### src/rtl/alu_pkg.sv
// Shared ALU types and the branch-compare flag helper.
// Operands reach nzp_flags already extended to NZP_W according to the signedness in use.
package alu_pkg;

   typedef enum logic [1:0] {
      ADD = 2'b00,
      SUB = 2'b01,
      MUL = 2'b10,
      DIV = 2'b11
   } alu_op_t;

   typedef enum logic {
      IDLE    = 1'b0,
      DIV_RUN = 1'b1
   } alu_state_t;

   localparam int NZP_W = 64;

   // Returns {gt, eq, lt}; exactly one bit is set.
   function automatic logic [2:0] nzp_flags(input logic [NZP_W-1:0] a,
                                            input logic [NZP_W-1:0] b,
                                            input logic             signed_mode);
      logic gt, eq, lt;
      eq = (a == b);
      if (signed_mode)
         lt = ($signed(a) < $signed(b));
      else
         lt = (a < b);
      gt = ~eq & ~lt;
      return {gt, eq, lt};
   endfunction

endpackage

### src/rtl/seq_divider.sv
// Restoring unsigned divider, one quotient bit per cycle; the load edge performs the first step.
// Result on quotient (combinational) in the cycle last=1, DATA_WIDTH-1 cycles after load; no backpressure.
module seq_divider #(
   parameter int DATA_WIDTH = 8
) (
   input  logic                  clk,
   input  logic                  reset,
   input  logic                  load,
   input  logic [DATA_WIDTH-1:0] dividend,
   input  logic [DATA_WIDTH-1:0] divisor,
   output logic                  busy,
   output logic                  last,
   output logic [DATA_WIDTH-1:0] quotient
);

   localparam int CW = $clog2(DATA_WIDTH);

   logic                  active_q;
   logic [CW-1:0]         cnt_q;
   logic [DATA_WIDTH-1:0] rem_q, dq_q, dsr_q;
   logic [DATA_WIDTH-1:0] rem_in, dq_in, dsr_in, rem_nx, dq_nx;
   logic [DATA_WIDTH:0]   shifted, diff;

   // dq holds the unconsumed dividend bits on top and the growing quotient below.
   always_comb begin
      rem_in  = load ? '0       : rem_q;
      dq_in   = load ? dividend : dq_q;
      dsr_in  = load ? divisor  : dsr_q;
      shifted = {rem_in, dq_in[DATA_WIDTH-1]};
      diff    = shifted - {1'b0, dsr_in};
      if (diff[DATA_WIDTH]) begin
         rem_nx = shifted[DATA_WIDTH-1:0];
         dq_nx  = {dq_in[DATA_WIDTH-2:0], 1'b0};
      end else begin
         rem_nx = diff[DATA_WIDTH-1:0];
         dq_nx  = {dq_in[DATA_WIDTH-2:0], 1'b1};
      end
   end

   assign busy     = active_q;
   assign last     = active_q & (cnt_q == CW'(DATA_WIDTH - 1));
   assign quotient = dq_nx;

   always_ff @(posedge clk) begin
      if (reset) begin
         active_q <= 1'b0;
         cnt_q    <= '0;
         rem_q    <= '0;
         dq_q     <= '0;
         dsr_q    <= '0;
      end else if (load) begin
         active_q <= 1'b1;
         cnt_q    <= CW'(1);
         rem_q    <= rem_nx;
         dq_q     <= dq_nx;
         dsr_q    <= divisor;
      end else if (active_q) begin
         rem_q <= rem_nx;
         dq_q  <= dq_nx;
         cnt_q <= cnt_q + CW'(1);
         if (last)
            active_q <= 1'b0;
      end
   end

endmodule

### src/rtl/seq_alu.sv
// Per-thread ALU: ADD/SUB/MUL/compare done 1 cycle after start, DIV done DATA_WIDTH cycles after start.
// Starts arriving while busy or with enable=0 are dropped; busy is high from the accepting cycle of a DIV.
module seq_alu
   import alu_pkg::*;
#(
   parameter int DATA_WIDTH = 8,
   parameter int SIGNED_CMP = 0
) (
   input  logic                  clk,
   input  logic                  reset,
   input  logic                  enable,
   input  logic                  start,
   input  logic [1:0]            decoded_alu_arithmetic_mux,
   input  logic                  decoded_alu_output_mux,
   input  logic [DATA_WIDTH-1:0] rs,
   input  logic [DATA_WIDTH-1:0] rt,
   output logic                  busy,
   output logic                  done,
   output logic                  div_by_zero,
   output logic [DATA_WIDTH-1:0] alu_out
);

   alu_state_t            state_q, state_d;
   alu_op_t               op;
   logic [DATA_WIDTH-1:0] alu_out_q, alu_out_d;
   logic                  done_q, done_d;
   logic                  dbz_q, dbz_d;
   logic                  accept, div_go;
   logic                  div_busy, div_last;
   logic [DATA_WIDTH-1:0] div_quot;
   logic [NZP_W-1:0]      rs_x, rt_x;
   logic [2:0]            flags;

   assign op     = alu_op_t'(decoded_alu_arithmetic_mux);
   assign accept = start & enable & (state_q == IDLE);
   assign div_go = accept & ~decoded_alu_output_mux & (op == DIV) & (rt != '0);

   always_comb begin
      if (SIGNED_CMP != 0) begin
         rs_x = NZP_W'($signed(rs));
         rt_x = NZP_W'($signed(rt));
      end else begin
         rs_x = NZP_W'(rs);
         rt_x = NZP_W'(rt);
      end
   end

   assign flags = nzp_flags(rs_x, rt_x, SIGNED_CMP != 0);

   seq_divider #(
      .DATA_WIDTH(DATA_WIDTH)
   ) u_div (
      .clk      (clk),
      .reset    (reset),
      .load     (div_go),
      .dividend (rs),
      .divisor  (rt),
      .busy     (div_busy),
      .last     (div_last),
      .quotient (div_quot)
   );

   always_comb begin
      state_d   = state_q;
      alu_out_d = alu_out_q;
      done_d    = 1'b0;
      dbz_d     = dbz_q;
      case (state_q)
         IDLE: begin
            if (accept) begin
               done_d = 1'b1;
               dbz_d  = 1'b0;
               if (decoded_alu_output_mux) begin
                  alu_out_d      = '0;
                  alu_out_d[2:0] = flags;
               end else begin
                  case (op)
                     ADD: alu_out_d = rs + rt;
                     SUB: alu_out_d = rs - rt;
                     MUL: alu_out_d = rs * rt;
                     DIV: begin
                        if (rt == '0) begin
                           alu_out_d = '1;
                           dbz_d     = 1'b1;
                        end else begin
                           // alu_out keeps its old value until the quotient lands
                           state_d = DIV_RUN;
                           done_d  = 1'b0;
                        end
                     end
                     default: alu_out_d = alu_out_q;
                  endcase
               end
            end
         end
         DIV_RUN: begin
            if (div_last) begin
               alu_out_d = div_quot;
               done_d    = 1'b1;
               dbz_d     = 1'b0;
               state_d   = IDLE;
            end
         end
         default: state_d = IDLE;
      endcase
   end

   always_ff @(posedge clk) begin
      if (reset) begin
         state_q   <= IDLE;
         alu_out_q <= '0;
         done_q    <= 1'b0;
         dbz_q     <= 1'b0;
      end else begin
         state_q   <= state_d;
         alu_out_q <= alu_out_d;
         done_q    <= done_d;
         dbz_q     <= dbz_d;
      end
   end

   assign busy        = div_busy | div_go;
   assign done        = done_q;
   assign div_by_zero = dbz_q;
   assign alu_out     = alu_out_q;

endmodule

### config.mk
export PLATFORM = sky130hd
export DESIGN_NAME = seq_alu
export DESIGN_NICKNAME = d
export VERILOG_FILES = /design/src/rtl/alu_pkg.sv /design/src/rtl/seq_divider.sv /design/src/rtl/seq_alu.sv
export SDC_FILE = /design/constraint.sdc
export NUM_CORES = 1
export LEC_CHECK = 0
export CORE_MARGIN = 1.5
export CORE_UTILIZATION = 40
export DETAILED_ROUTE_END_ITERATION = 8
export SKIP_CTS_REPAIR_TIMING = 1
export SLEW_MARGIN = 20
export SYNTH_ARGS = -nofsm -noshare
export SYNTH_HDL_FRONTEND = slang
export SYNTH_SLANG_ARGS = --single-unit
### constraint.sdc
create_clock -name clk -period 5.18 [get_ports clk]
set_input_delay 1.036 -clock clk [delete_from_list [all_inputs] [get_ports clk]]
set_output_delay 1.036 -clock clk [all_outputs]
set_load 0.02 [all_outputs]
==> flow_metrics.py, run 1 <==
metrics = {
    "run_status": {
        "status": "finished, final reports clean",
    },
    "timing": {
        "worst_clock_skew_ns": 0.008138,
        "drv_slew": 0,
        "maxSlewHeadroom_pct": 51.92,
        "rsz0062_at_grt": "no",
        "setup_viol": 0,
        "timing.final.crit_share_pct": 95.07,
        "timing.final.crit_period_ns": 4.925,
        "worst_slack_ns": 0.2554,
        "hold_viol": 0,
        "max_freq_ghz": 0.2031,
        "worstMarginPinSlew_ns": 0.7190,
    },
    "placement": {
        "hpwl_mm": 8.132,
        "port_buffers": 33,
        "place.gp.congestion": 0.9475,
        "place_ws_ns": -0.2320,
    },
    "critical_path": {
        "endpoint_kind": "flop",
        "r2r_end": "u_div.rem_q[5]",
        "critPathMaxStageDelay_ns": 0.55,
        "path_cells": "clkdlybuf4s50_1 > ha_2 > inv_1 > fa_1 > inv_1 > ha_1 > fa_1 > inv_1 > fa_1 > inv_1 > ha_1 > a21oi_1 > xnor3_1 > xnor3_1 > o21ai_1 > a211o_1 > a21oi_2",
        "crit_fanout": 3,
        "cp_common_cell": "inv_1",
        "cpMaxStageDelayCell": "fa_1",
        "rrSetupSlack_ns": 1.38,
        "critical_path_class": "input pin to flop",
        "start_kind": "input pin",
        "worstPathArrival_ns": 5.16,
        "r2r-start": "state_q",
        "cp.required_ns": 5.41,
        "worstRegToRegCells": 13,
    },
    "clocking": {
        "cts_buffer_depth": 2,
        "cts_tree": "done",
        "cts_root_buf": "clkbuf_8",
        "path_clk_slew_ns": 0.08,
        "numCtsBuffers": 5,
        "htree_num_levels": 2,
        "cts.sinks": 39,
        "clk_latency_ns": 0.30,
    },
    "final_layout": {
        "drive_gt1_share_pct": 11.95,
        "utilization_pct": 50.25,
        "antenna_cells": 0,
        "syn2layout_area_growth_pct": 21.15,
        "nets": 622,
        "fillCellCount": 917,
    },
    "logic_synthesis": {
        "ys_seq_area_share_pct": 20.18,
        "synth_top_area_share_pct": 20.18,
        "synth_area_um2": 3869,
        "yosysMostFrequentCell": "nor2_1",
        "synth-main-ff-cell": "dfxtp_1",
        "synth-async-reset-ratio_pct": 0,
        "synth_largest_area_cell": "dfxtp_1",
        "yosysWarnings": 0,
        "syn_avg_cell_area_um2": 8.010,
        "synth_nets": 562,
        "synth_edf_count": 0,
        "synthDistinctLibCells": 63,
        "ys_ff_latch": 39,
        "synthTopCellsByCount": "nor2_1 (61), inv_1 (52), nand2_1 (43)",
        "synth_area_leaders": "dfxtp_1 (20%), ha_1 (13%), fa_1 (7.8%)",
        "synth_cells": 483,
    },
    "global_routing": {
        "overflow": 0,
        "grt_max_degree": 38,
        "grt_pass1_vias": 3495,
        "antenna_found_initial": 0,
        "grt_use_total_pct": 20.63,
        "grt_pass1_wl_mm": 16.67,
    },
    "power": {
        "switching_share_pct": 34.40,
        "total_leakage_power_nw": 2.106,
        "p_clk_share_pct": 25.8,
        "p_total_mw": 1.050,
        "power_frac_seq_pct": 30.1,
        "intPower_mw": 0.6889,
        "power_switching_mw": 0.3613,
        "power.density_nw_per_um2": 224.1,
        "ir_drop_uv": 108.8,
        "comb_power_share_pct": 44.0,
    },
    "routing": {
        "drt_iter0_markers": 202,
        "dr.pass1.iters": 5,
        "wire_per_inst_um": 15.04,
        "vias": 3475,
        "drt_wl_total_mm": 10.12,
        "viasPerCell": 5.163,
        "ant_nets": 0,
        "drc": 0,
    },
    "floorplanning": {
        "rows": 35,
        "start_util_pct": 41.48,
        "dieWidth_um": 101.3,
        "coreArea_um2": 9328,
        "fp.dieArea_um2": 10270,
        "ios": 34,
        "die_h_um": 101.3,
    },
    "worst_hold_path": {
        "holdPathStages": 2,
        "hp-class": "flop to flop",
        "min_from": "alu_out[0]",
        "min_to": "alu_out[0]",
    },
    "flow_run": {
        "drv_cap": 0,
    },
}
-- sequential cells by signal, indices dropped and copies added (netlist names) --
name         flops
u_div.busy       1
done             1
state_q          1
u_div.dq_q       8
alu_out          8
u_div.cnt_q      3
div_by_zero      1
u_div.rem_q      8
u_div.dsr_q      8
-- through the flow --
step / TNS (ns) / cells / hold slack, ns / area [µm²]
final: 0 / 673 / 0.4655 / 4687
after detailed placement: -0.2320 / 665 / 0.4571 / 4562
after global routing: 0 / 673 / 0.4938 / 4687
after CTS: 0 / 673 / 0.4684 / 4679
after floorplan: 0 / 483 / 0.4449 / 3869
after global placement: -0.1737 / 665 / 0.4461 / 4562
-- per-layer routing --
metal	share of wire [%]	vias up	global-route usage [%]	wire [µm]
met5	0	-	0	0
met4	1.7	0	5.342	175
met3	4.3	14	2.484	437
met2	47	91	36.29	4759
met1	47	1598	26.77	4747
li1	-	1772	-	-
-- final cells by class --
cell class	count	area (µm²)	share of cell area (%)
multi-input combinational	371	2776	59.24
sequential	39	780.7	16.66
timing repair buffer	74	655.6	13.99
inverter	52	195.2	4.164
tap	129	161.4	3.444
clock buffer	6	82.58	1.762
clock inverter	2	35.03	0.7475
-- worst max-delay path by stage --
| stage | startpoint | end | cells after the start |
|---|---|---|---|
| 2_1_floorplan | rs[3] | alu_out[7] | 16 |
| 3_3_place_gp | rs[3] | alu_out[7] | 17 |
| 3_5_place_dp | rs[3] | alu_out[7] | 17 |
| 4_1_cts | rs[3] | alu_out[7] | 17 |
| 5_1_grt | rt[3] | alu_out[7] | 17 |
| 6_report | rt[3] | alu_out[7] | 17 |
-- cell families after synthesis --
logic type	share of synthesized area (%)
AND/OR/NAND/NOR	19.18
AO/OA/AOI/OAI	19.83
buffers and inverters	8.118
adder cells (fa/ha/maj)	21.02
flip-flops	20.18
XOR/XNOR	7.503
multiplexers	4.172
-- cell usage in the layout (no fill, tap or decap), types with 13 or more instances in the layout --
master           netlist  layout
fa_1                  15      15
a21oi_1               33      33
mux2i_1               15      15
dfxtp_1               39      39
clkdlybuf4s50_1        0      31
ha_1                  41      40
nand2_1               43      43
nor2_1                61      61
nor2b_1               13      13
xnor2_1               18      18
inv_1                 52      52
buf_4                  0      40
-- critical path: cells and delay by family --
| kind | cells | cell delay (ns) |
|---|---|---|
| fa+ha+maj | 6 | 2.36 |
| compound gates | 4 | 0.58 |
| xor+xnor | 2 | 0.46 |
| buf+inv | 5 | 0.70 |
-- power by group through the flow --
| stage | combinational [mW] | clock (mW) | sequential, mW |
|---|---|---|---|
| floorplan | 0.308 | 0 | 0.327 |
| global placement | 0.461 | 0 | 0.323 |
| detailed placement | 0.465 | 0 | 0.324 |
| CTS | 0.467 | 0.276 | 0.317 |
| global route | 0.515 | 0.288 | 0.318 |
| finish | 0.462 | 0.271 | 0.317 |
Note: power is estimated with default switching activity, not from simulation.
==> inputs of run 2 (changes only) <==
- CORE_UTILIZATION: 40 -> 50
- PLACE_DENSITY: default -> 0.71
==> run 2 against run 1 <==
  * Core utilization increased by 13 points
  * Sequential cell count unchanged
  * Clock skew increased by 0.0023 ns
  * Hold slack got worse by 0.0062 ns
  * Non-clock buffer count decreased by 1
  * First-iteration DRC count increased by 2.5%
  * Cell area decreased by 0.64%
  * Critical path depth unchanged
  * Fmax increased by 1.0%
  * Highest routed layer unchanged
==> flow_metrics.py, run 2 (synthesis gave the netlist of run 1 again) <==
metrics = {
    "placement": {
        "port_buffers": 33,
        "place.gp.congestion": 0.8850,
        "hpwl_mm": 8.162,
    },
    "worst_hold_path": {
        "hp-class": "flop to flop",
    },
    "global_routing": {
        "grt_max_degree": 38,
        "overflow": 0,
        "grt_use_total_pct": 25.49,
        "antenna_found_initial": 0,
        "grt_pass1_wl_mm": 16.91,
        "grt_pass1_vias": 3457,
    },
    "final_layout": {
        "antenna_cells": 0,
        "multi_input_area_um2": 2783,
        "syn2layout_area_growth_pct": 20.38,
        "utilization_pct": 63.19,
        "final_cell_mix": "nor2_1 (61), inv_1 (52), nand2_1 (43)",
        "fillCellCount": 640,
        "ff_latch_area_um2": 780.7,
        "nets": 621,
        "drive_gt1_share_pct": 12.15,
        "final_common_cell": "nor2_1",
    },
    "clocking": {
        "cts_root_buf": "clkbuf_8",
        "clk_latency_ns": 0.29,
        "cts.sinks": 39,
        "path_clk_slew_ns": 0.08,
        "htree_num_levels": 2,
        "cts_tree": "done",
        "numCtsBuffers": 5,
        "cts_buffer_depth": 2,
    },
    "floorplanning": {
        "dieWidth_um": 90.96,
        "ios": 34,
        "die_h_um": 90.96,
        "coreArea_um2": 7370,
        "start_util_pct": 52.50,
        "rows": 31,
        "fp.dieArea_um2": 8274,
    },
    "timing": {
        "setup_tns_ns": 0,
        "timing.final.crit_period_ns": 4.876,
        "drv_slew": 0,
        "worst_clock_skew_ns": 0.01042,
        "worstMarginPinSlew_ns": 0.9088,
        "timing.final.crit_share_pct": 94.13,
        "max_freq_ghz": 0.2051,
        "maxSlewHeadroom_pct": 39.22,
        "rsz0062_at_grt": "no",
        "hold_viol": 0,
        "setup_viol": 0,
    },
    "critical_path": {
        "crit_fanout": 3,
        "worstPathArrival_ns": 5.11,
        "path_cells": "clkdlybuf4s50_1 > inv_1 > nor2_1 > ha_2 > fa_1 > ha_1 > inv_1 > fa_1 > inv_1 > fa_1 > a21o_1 > a21oi_2 > xnor3_1 > xnor3_1 > o21ai_1 > a211o_1 > a21oi_2",
        "cp.required_ns": 5.41,
        "critical_path_class": "input pin to flop",
        "start_kind": "input pin",
        "critPathMaxStageDelay_ns": 0.52,
        "cpMaxStageDelayCell": "fa_1",
        "endpoint_kind": "flop",
    },
    "routing": {
        "dr.pass1.iters": 5,
        "drc": 0,
        "drt_iter0_markers": 207,
        "wire_per_inst_um": 15.91,
        "viasPerCell": 5.576,
        "vias": 3580,
        "ant_nets": 0,
        "drt_wl_total_mm": 10.21,
    },
    "power": {
        "ir_drop_uv": 121.3,
        "total_leakage_power_nw": 2.135,
        "p_total_mw": 1.041,
        "power.density_nw_per_um2": 223.6,
    },
    "run_status": {
        "status": "finished, final reports clean",
    },
    "flow_run": {
        "drv_cap": 0,
    },
}
## run 2: final timing paths
check | start | endpoint | slack, ns | depth (start not counted)
max | rs[0] | alu_out[7] | 0.30 | 17
min reg2reg | alu_out[0] | alu_out[0] | 0.46 | 2
max reg2reg | state_q | u_div.rem_q[1] | 1.34 | 13
min | alu_out[0] | alu_out[0] | 0.46 | 2
## run 2: area by class of cell
type                    instances  area share [%]
flip-flops and latches         39           16.77
clock inverters                 3          0.9404
multi-input cells             371           59.75
repair buffers                 73           14.21
inverters                      52           4.191
clock buffers                   5           1.478
well taps                      99           2.660
## run 2: power breakdown
group | leakage [nW] | internal, mW | switching [mW]
registers | 0.316 | 0.310 | 0.00701
clock network | 0.0581 | 0.144 | 0.114
logic | 1.76 | 0.224 | 0.243
total | 2.14 | 0.677 | 0.364
## run 2: metrics by stage
step / area (µm²) / setup slack [ns] / hold slack (ns) / std cells
after floorplan: 3869 / 0.4776 / 0.4449 / 483
after global placement: 4517 / -0.1618 / 0.4445 / 634
after detailed placement: 4517 / -0.2584 / 0.4487 / 634
after CTS: 4629 / 0.08382 / 0.4601 / 642
after global routing: 4657 / 0.1235 / 0.5005 / 642
final: 4657 / 0.3041 / 0.4593 / 642
## run 2: per-layer routing
layer / track usage, % / vias up / part of all wire [%]
met5: 0 / - / 0
met4: 7.422 / 0 / 1.9
met3: 3.518 / 16 / 5.3
met2: 42.97 / 113 / 47
met1: 33.75 / 1676 / 45
li1: - / 1775 / -
## run 2: critical path, delay by kind of cell
kind	cells	cell delay [ns]
AO/OA/AOI/OAI	5	0.74
XOR/XNOR	2	0.59
adder cells (fa/ha/maj)	5	1.89
buffers and inverters	4	0.70
AND/OR/NAND/NOR	1	0.16
==> inputs of run 3 (changes only) <==
- MAX_ROUTING_LAYER: default -> met4
- SKIP_CTS_REPAIR_TIMING: 1 -> default
==> run 3 against run 2 <==
  * Cell count grew 0.16%
  * Via count is 0.84% lower
  * Die area did not move
  * Non-clock buffer count rose by 1
  * Critical path depth did not move
  * Register-to-register slack gained 0.08 ns
  * Core utilization rose by 0.10 points
  * Power rose by 0.83%
  * Combinational power hardly changed
==> flow_metrics.py, run 3 (synthesis gave the netlist of run 1 again) <==
metrics = {
    "run_status": {
        "status": "finished, final reports clean",
    },
    "critical_path": {
        "crit_fanout": 5,
        "critPathMaxStageDelay_ns": 0.55,
        "r2r_end": "u_div.rem_q[1]",
        "path_cells": "clkdlybuf4s50_1 > inv_1 > buf_4 > nor2_1 > ha_1 > ha_1 > fa_1 > inv_1 > fa_1 > inv_1 > ha_1 > a21oi_2 > xnor3_1 > xnor3_1 > o21ai_1 > a211o_1 > a21oi_2",
        "endpoint_kind": "flop",
        "cpMaxStageDelayCell": "fa_1",
        "r2r-start": "state_q",
        "start_kind": "input pin",
        "rrSetupSlack_ns": 1.42,
        "critical_path_class": "input pin to flop",
        "worstPathArrival_ns": 5.13,
        "worstRegToRegCells": 15,
        "cp.required_ns": 5.41,
    },
    "global_routing": {
        "grt_pass1_wl_mm": 17.34,
        "overflow": 0,
        "grt_pass1_vias": 3514,
        "grt_max_degree": 26,
        "grt_use_total_pct": 26.80,
        "antenna_found_initial": 0,
    },
    "floorplanning": {
        "rows": 31,
        "fp.dieArea_um2": 8274,
        "coreArea_um2": 7370,
        "die_h_um": 90.96,
        "dieWidth_um": 90.96,
        "start_util_pct": 52.50,
        "ios": 34,
    },
    "clocking": {
        "clk_latency_ns": 0.30,
        "cts_buffer_depth": 2,
        "htree_num_levels": 2,
        "path_clk_slew_ns": 0.09,
        "cts_hold_buf": 0,
        "postCtsSetupRepairBufs": 0,
        "numCtsBuffers": 5,
        "cts_resized": 0,
        "cts_tree": "done",
        "cts_root_buf": "clkbuf_8",
        "cts.sinks": 39,
    },
    "timing": {
        "setup_viol": 0,
        "maxSlewHeadroom_pct": 35.36,
        "whs_ns": 0.4554,
        "rsz0062_at_grt": "no",
        "worst_slack_ns": 0.2804,
        "hold_viol": 0,
        "setup_tns_ns": 0,
        "worstMarginPinSlew_ns": 0.9666,
        "drv_slew": 0,
        "timing.final.crit_share_pct": 94.59,
        "worst_clock_skew_ns": 0.006418,
        "max_freq_ghz": 0.2041,
        "timing.final.crit_period_ns": 4.900,
    },
    "placement": {
        "dp_cells": 635,
        "place_area_um2": 4524,
        "place.gp.congestion": 0.9436,
        "place_ws_ns": -0.2401,
        "port_buffers": 33,
        "hpwl_mm": 8.248,
    },
    "flow_run": {
        "drv_cap": 0,
    },
    "final_layout": {
        "syn2layout_area_growth_pct": 20.57,
        "stdcell_count": 643,
        "antenna_cells": 0,
        "drive_gt1_share_pct": 12.32,
        "final_common_cell": "nor2_1",
        "stdcell_area_um2": 4664,
        "nets": 622,
        "final_cell_mix": "nor2_1 (61), inv_1 (52), nand2_1 (43)",
        "utilization_pct": 63.29,
    },
    "power": {
        "power.density_nw_per_um2": 225.1,
        "p_total_mw": 1.050,
        "total_leakage_power_nw": 2.140,
        "ir_drop_uv": 142.0,
    },
    "routing": {
        "vias": 3550,
        "ant_nets": 0,
        "drt_iter0_markers": 182,
        "wire_per_inst_um": 15.84,
        "drc": 0,
        "drt_wl_total_mm": 10.18,
        "dr.pass1.iters": 5,
        "viasPerCell": 5.521,
    },
    "worst_hold_path": {
        "min_from": "alu_out[0]",
        "holdPathStages": 2,
        "hp-class": "flop to flop",
        "min_to": "alu_out[0]",
    },
}
[run 3: cell types whose count changed in the layout (fill, tap and decap cells not counted)]
cell,before,now
buf_4,38,39
[run 3: how the worst max path moves through the flow]
stage / from / endpoint / slack (ns) / depth (start not counted)
3_3_place_gp: rs[3] / alu_out[7] / -0.16 / 17
6_report: rs[0] / alu_out[7] / 0.28 / 17
2_1_floorplan: rs[3] / alu_out[7] / 0.48 / 16
4_1_cts: rt[2] / alu_out[7] / 0.06 / 18
5_1_grt: rs[0] / alu_out[7] / 0.12 / 17
3_5_place_dp: rt[2] / alu_out[7] / -0.24 / 18
[run 3: layout make-up]
cell class / count / area, µm²
clock buffer: 5 / 68.82
clock inverter: 3 / 43.79
fill: 689 / 2705
inverter: 52 / 195.2
multi-input combinational: 371 / 2783
sequential: 39 / 780.7
tap: 99 / 123.9
timing repair buffer: 74 / 669.4
[run 3: power by group]
group	leakage [nW]	switching, mW	internal, mW	total [mW]
sequential	0.316	0.00701	0.310	0.317
combinational	1.77	0.245	0.225	0.470
clock	0.0581	0.119	0.144	0.263
total	2.14	0.372	0.678	1.05
[run 3: worst max-delay path, delay by kind of cell]
| kind | cells | cell delay [ns] |
|---|---|---|
| xor gates and xnor gates | 2 | 0.60 |
| AOI/OAI and AO/OA | 4 | 0.56 |
| buffers and inverters | 5 | 0.86 |
| adders and majority gates | 5 | 1.96 |
| and+or+nand+nor | 1 | 0.12 |
[run 3: metal layers]
metal / global-route usage, % / part of all wire [%] / wire, µm
met1: 35.01 / 46 / 4664
met2: 43.16 / 47 / 4736
met3: 3.685 / 5.1 / 523
met4: 7.813 / 2.6 / 260
met5: - / 0 / 0
==> edit 1: new RTL, settings of run 2 <==
`DATA_WIDTH` is set to 8 in 2 places; all go to 16.
--- a/src/rtl/seq_divider.sv
+++ b/src/rtl/seq_divider.sv
@@ -2,5 +2,5 @@
 // Result on quotient (combinational) in the cycle last=1, DATA_WIDTH-1 cycles after load; no backpressure.
 module seq_divider #(
-   parameter int DATA_WIDTH = 8
+   parameter int DATA_WIDTH = 16
 ) (
    input  logic                  clk,
--- a/src/rtl/seq_alu.sv
+++ b/src/rtl/seq_alu.sv
@@ -4,5 +4,5 @@
    import alu_pkg::*;
 #(
-   parameter int DATA_WIDTH = 8,
+   parameter int DATA_WIDTH = 16,
    parameter int SIGNED_CMP = 0
 ) (
Interface: changed (resized alu_out, rs and rt); port bits go from 34 to 58. The function was not compared with the original's and may differ.
==> edit 1 against run 2 <==
Wire length rose to 2.9 times the old value. Sequential cell count rose by 33. Largest cell class unchanged. Cell area rose to 2.6 times the old value. Final cell count rose to 2.5 times the old value. Synthesized cell count rose by 140%. Synthesized area rose by 140%. Critical path depth rose by 3. Setup slack got worse by 1000 ps. The run now ends with setup timing left. Clock power rose by 120%. Power rose to 4.9 times the old value. Non-clock buffer count rose by 177.
==> edit 1: results (changes against run 2) <==
STA
  – Worst Tran Pin Value: 685.2 ps (was 908.8 ps)
  – Worst setup margin: -710.8 ps (was 304.1 ps)
  – Hold WS: 462.8 ps (was 459.3 ps)
  – Finish-stage setup viols: 9 (was 0)

Final layout
  – Fill cell count: 1512 (was 640)
  – Share of layout cells above drive strength 1: 24.31% (was 12.15%)
  – NumNets Final: 1596 (was 621)

Routing
  – Vias/cell: 5.614 (was 5.576)
  – DRT iter0 DRCs: 766 (was 207)

Global route
  – First-pass GRT wire length: 45800 um (was 16910 um)
  – Total track usage: 29.53% (was 25.49%)
  – Largest net degree at the start of global routing: 37 (was 38)
  – Met1 Resource Use GR: 38.40% (was 33.75%)
  – Met3 usage: 3.590% (was 3.518%)

CTS
  – CTS Root Cell: clkbuf_16 (was clkbuf_8)
  – Clock-pin transition on the worst setup and hold timing paths: 60 ps (was 80 ps)
  – CTS buffer count: 9 (was 5)

Synthesis
  – Syn_nets: 1391 (was 562)
  – Seq/Total Area, Yosys: 15.31% (was 20.18%)
  – Synth top area cells: fa_1 (18%), dfxtp_1 (15%), ha_1 (13%) (was dfxtp_1 (20%), ha_1 (13%), fa_1 (7.8%))
  – Synth unique cells: 71 (was 63)

Worst setup path
  – Critical Path Fanout Max: 4 (was 3)
  – CP Capture Point: alu_out[15] (was alu_out[7])
  – CP required: 5390 ps (was 5410 ps)
  – Crit path launch: rt[3] (was rs[0])

Placed design
  – Global placer's final weighted congestion: 0.9256 (was 0.8850)
  – I/O Buffers: 57 (was 33)
  – Hpwl dp: 23420 um (was 8162 um)

Power and ir drop
  – Peak supply drop: 0.5343 mV (was 0.1213 mV)

Status
  – Failing checks: setup timing
  – Status: finished with violations (was complete, no violations)
## edit 1: worst max-delay path: stages
cell and delay (ps):
buf_6 90, buf_6 120, and2_4 160, fa_1 560
inv_2 40, fa_1 520, inv_2 40, fa_1 510
fa_1 520, inv_1 50, fa_1 450, fa_2 350
xor2_1 160, xnor2_1 190, xnor2_1 150, xnor2_1 140
xnor3_1 270, or4_4 530, a21oi_2 120, o22ai_1 80
## edit 1: stage by stage
stage / instance area [um^2] / setup WS (ps) / cells / util, % / setup TNS [ps]
after floorplan: 9587 / -654.5 / 1172 / - / -1936
after global placement: 11510 / -1334 / 1575 / 63.21 / -15010
after detailed placement: 11510 / -1407 / 1575 / 63.21 / -16640
after CTS: 11780 / -1066 / 1591 / 64.67 / -7718
after global routing: 12310 / -845.9 / 1611 / 67.61 / -4730
final: 12310 / -710.8 / 1611 / 67.61 / -3381
## edit 1: report_power, final
part | switching (uW) | total, uW | internal (uW)
Clock | 236 | 560 | 323
Combinational | 2010 | 4000 | 1980
Sequential | 13.4 | 589 | 575
Total | 2260 | 5140 | 2880
## edit 1: routing by layer
layer	vias up	wire, um	share of wire [%]
li1	4354	-	-
met1	4333	12580	43
met2	292	14080	48
met3	65	1512	5.2
met4	0	1015	3.5
met5	-	0	0
## edit 1: cell type report
type | instances | area share, %
clock buffer | 11 | 1.890
clock inverter | 5 | 0.2744
inverter | 152 | 4.706
timing repair buffer | 250 | 17.46
multi-input combinational | 892 | 61.63
tap | 229 | 2.327
sequential | 72 | 11.71
## edit 1: kinds of logic (layout without fill, tap and decap cells)
logic type	after synthesis	after routing	share of synthesized area (%)
AOI/OAI and AO/OA	237	237	17.01
and+or+nand+nor	381	381	19.25
buffers and inverters	208	418	8.479
DFF	72	72	15.31
adders and majority gates	180	180	30.54
xor gates and xnor gates	62	62	5.914
muxes	32	32	3.495
==> edit 2: new RTL, config.mk and constraints of run 2 <==
Without the edit above. Remove the register `done_q`: a continuous assignment takes its place, so the output `done` follows one clock earlier.
--- a/src/rtl/seq_alu.sv
+++ b/src/rtl/seq_alu.sv
@@ -110,13 +110,13 @@
          state_q   <= IDLE;
          alu_out_q <= '0;
-         done_q    <= 1'b0;
          dbz_q     <= 1'b0;
       end else begin
          state_q   <= state_d;
          alu_out_q <= alu_out_d;
-         done_q    <= done_d;
          dbz_q     <= dbz_d;
       end
    end
+
+   assign done_q = done_d;
 
    assign busy        = div_busy | div_go;
Formal check against the unedited RTL: not equivalent (a bounded check fails within 4 cycles, from zero or initial values and one cycle with reset high).
==> edit 2 against run 2 <==
Cell area shrank 3.7%. Via count shrank 3.2%. Power shrank 8.0%. Critical endpoint is now alu_out[6]. Non-clock buffer count shrank 11. Register-to-register slack gained 160 ps. Sequential cell count shrank 1. Fmax shrank 0.84%. Largest cell class unchanged. Setup slack lost 41 ps. Die area shrank 1.6%. Critical path depth shrank 2. Largest power group unchanged. Synthesized area shrank 1.6%. Synthesized cell count shrank 3.3%. Wire length shrank 4.0%.
==> edit 2: results (changes against run 2) <==
Global route
  – First-pass GRT wire length: 16490 um (was 16910 um)
  – Met1 Resource Use GR: 33.72% (was 33.75%)
  – Largest net degree at the start of global routing: 40 (was 38)
  – Met2 global-route usage: 41.48% (was 42.97%)

Hold path
  – Worst hold start: alu_out[1] (was alu_out[0])

Synthesis
  – Cells after Synth: 467 (was 483)
  – Commonest cells in the netlist: inv_1 (54), nor2_1 (48), ha_1 (41) (was nor2_1 (61), inv_1 (52), nand2_1 (43))
  – Seq/Total Area, Yosys: 19.99% (was 20.18%)
  – Synth unique cells: 57 (was 63)

Placed design
  – Global placer's final weighted congestion: 0.9754 (was 0.8850)
  – Place WS: -31.53 ps (was -258.4 ps)
  – Hpwl dp: 7675 um (was 8162 um)

Routing
  – DRT iter0 DRCs: 234 (was 207)
  – Vias/cell: 5.616 (was 5.576)
  – Total number of vias: 3465 (was 3580)
  – Avg WL per Cell: 15.89 um (was 15.91 um)

Status
  – Status: complete, no violations (unchanged)

STA
  – Tmin final: 4917 ps (was 4876 ps)
  – Worst Skew: 3.946 ps (was 10.42 ps)
  – Hold WS: 452.7 ps (was 459.3 ps)

Worst setup path
  – Slowest stage delay, CP: 550 ps (was 520 ps)

Power and ir drop
  – P_leak: 0.001945 uW (was 0.002135 uW)

Final layout
  – Share of layout cells above drive strength 1: 9.653% (was 12.15%)
  – Fill cell count: 687 (was 640)
  – NumNets Final: 596 (was 621)
==> edit 2: final cells by class <==
class | count | area (um^2) | area share [%]
Multi-Input combinational cell | 355 | 2749 | 61.32
Sequential cell | 38 | 760.7 | 16.97
Timing Repair Buffer | 62 | 548.0 | 12.22
Inverter | 55 | 206.4 | 4.605
Tap cell | 99 | 123.9 | 2.763
Clock buffer | 6 | 82.58 | 1.842
Clock inverter | 2 | 12.51 | 0.2791
==> edit 2: worst max path at each step <==
stage / from / endpoint / depth (start not counted)
after floorplan: rs[3] / alu_out[6] / 14
final: rt[3] / alu_out[6] / 15
after global placement: rs[3] / alu_out[6] / 15
after CTS: rt[3] / alu_out[6] / 15
after global routing: rt[2] / alu_out[6] / 16
after detailed placement: rt[3] / alu_out[6] / 15
==> edit 2: metal layers <==
| layer | vias to the layer above | wire, um |
|---|---|---|
| met3 | 13 | 523 |
| met2 | 77 | 4615 |
| li1 | 1725 | - |
| met5 | - | 0 |
| met1 | 1650 | 4515 |
| met4 | 0 | 148 |
==> edit 2: worst max-delay path, delay by kind of cell <==
kind	cells	cell delay, ps
AO/OA/AOI/OAI	3	740
XOR/XNOR	1	170
adder cells (fa/ha/maj)	6	2430
buffers and inverters	5	760
==> edit 2: power by group <==
| group | switching [uW] | internal (uW) | leakage, uW |
|---|---|---|---|
| clock | 115 | 107 | 0.0000472 |
| combinational | 236 | 191 | 0.00159 |
| sequential | 6.94 | 302 | 0.000308 |
| total | 359 | 600 | 0.00194 |
==> edit 2: logic make-up after synthesis <==
| group | share of synthesized area (%) |
|---|---|
| AND/OR/NAND/NOR | 18.38 |
| AO/OA/AOI/OAI | 20.81 |
| buffers and inverters | 7.791 |
| adder cells (fa/ha/maj) | 21.37 |
| flip-flops | 19.99 |
| XOR/XNOR | 6.673 |
| multiplexers | 4.997 |
==> edit 2: metrics by stage <==
step	util [%]	cell area, um^2
floorplan	-	3806
global placement	60.18	4388
detailed placement	60.18	4388
CTS	61.48	4483
global route	61.48	4483
finish	61.48	4483
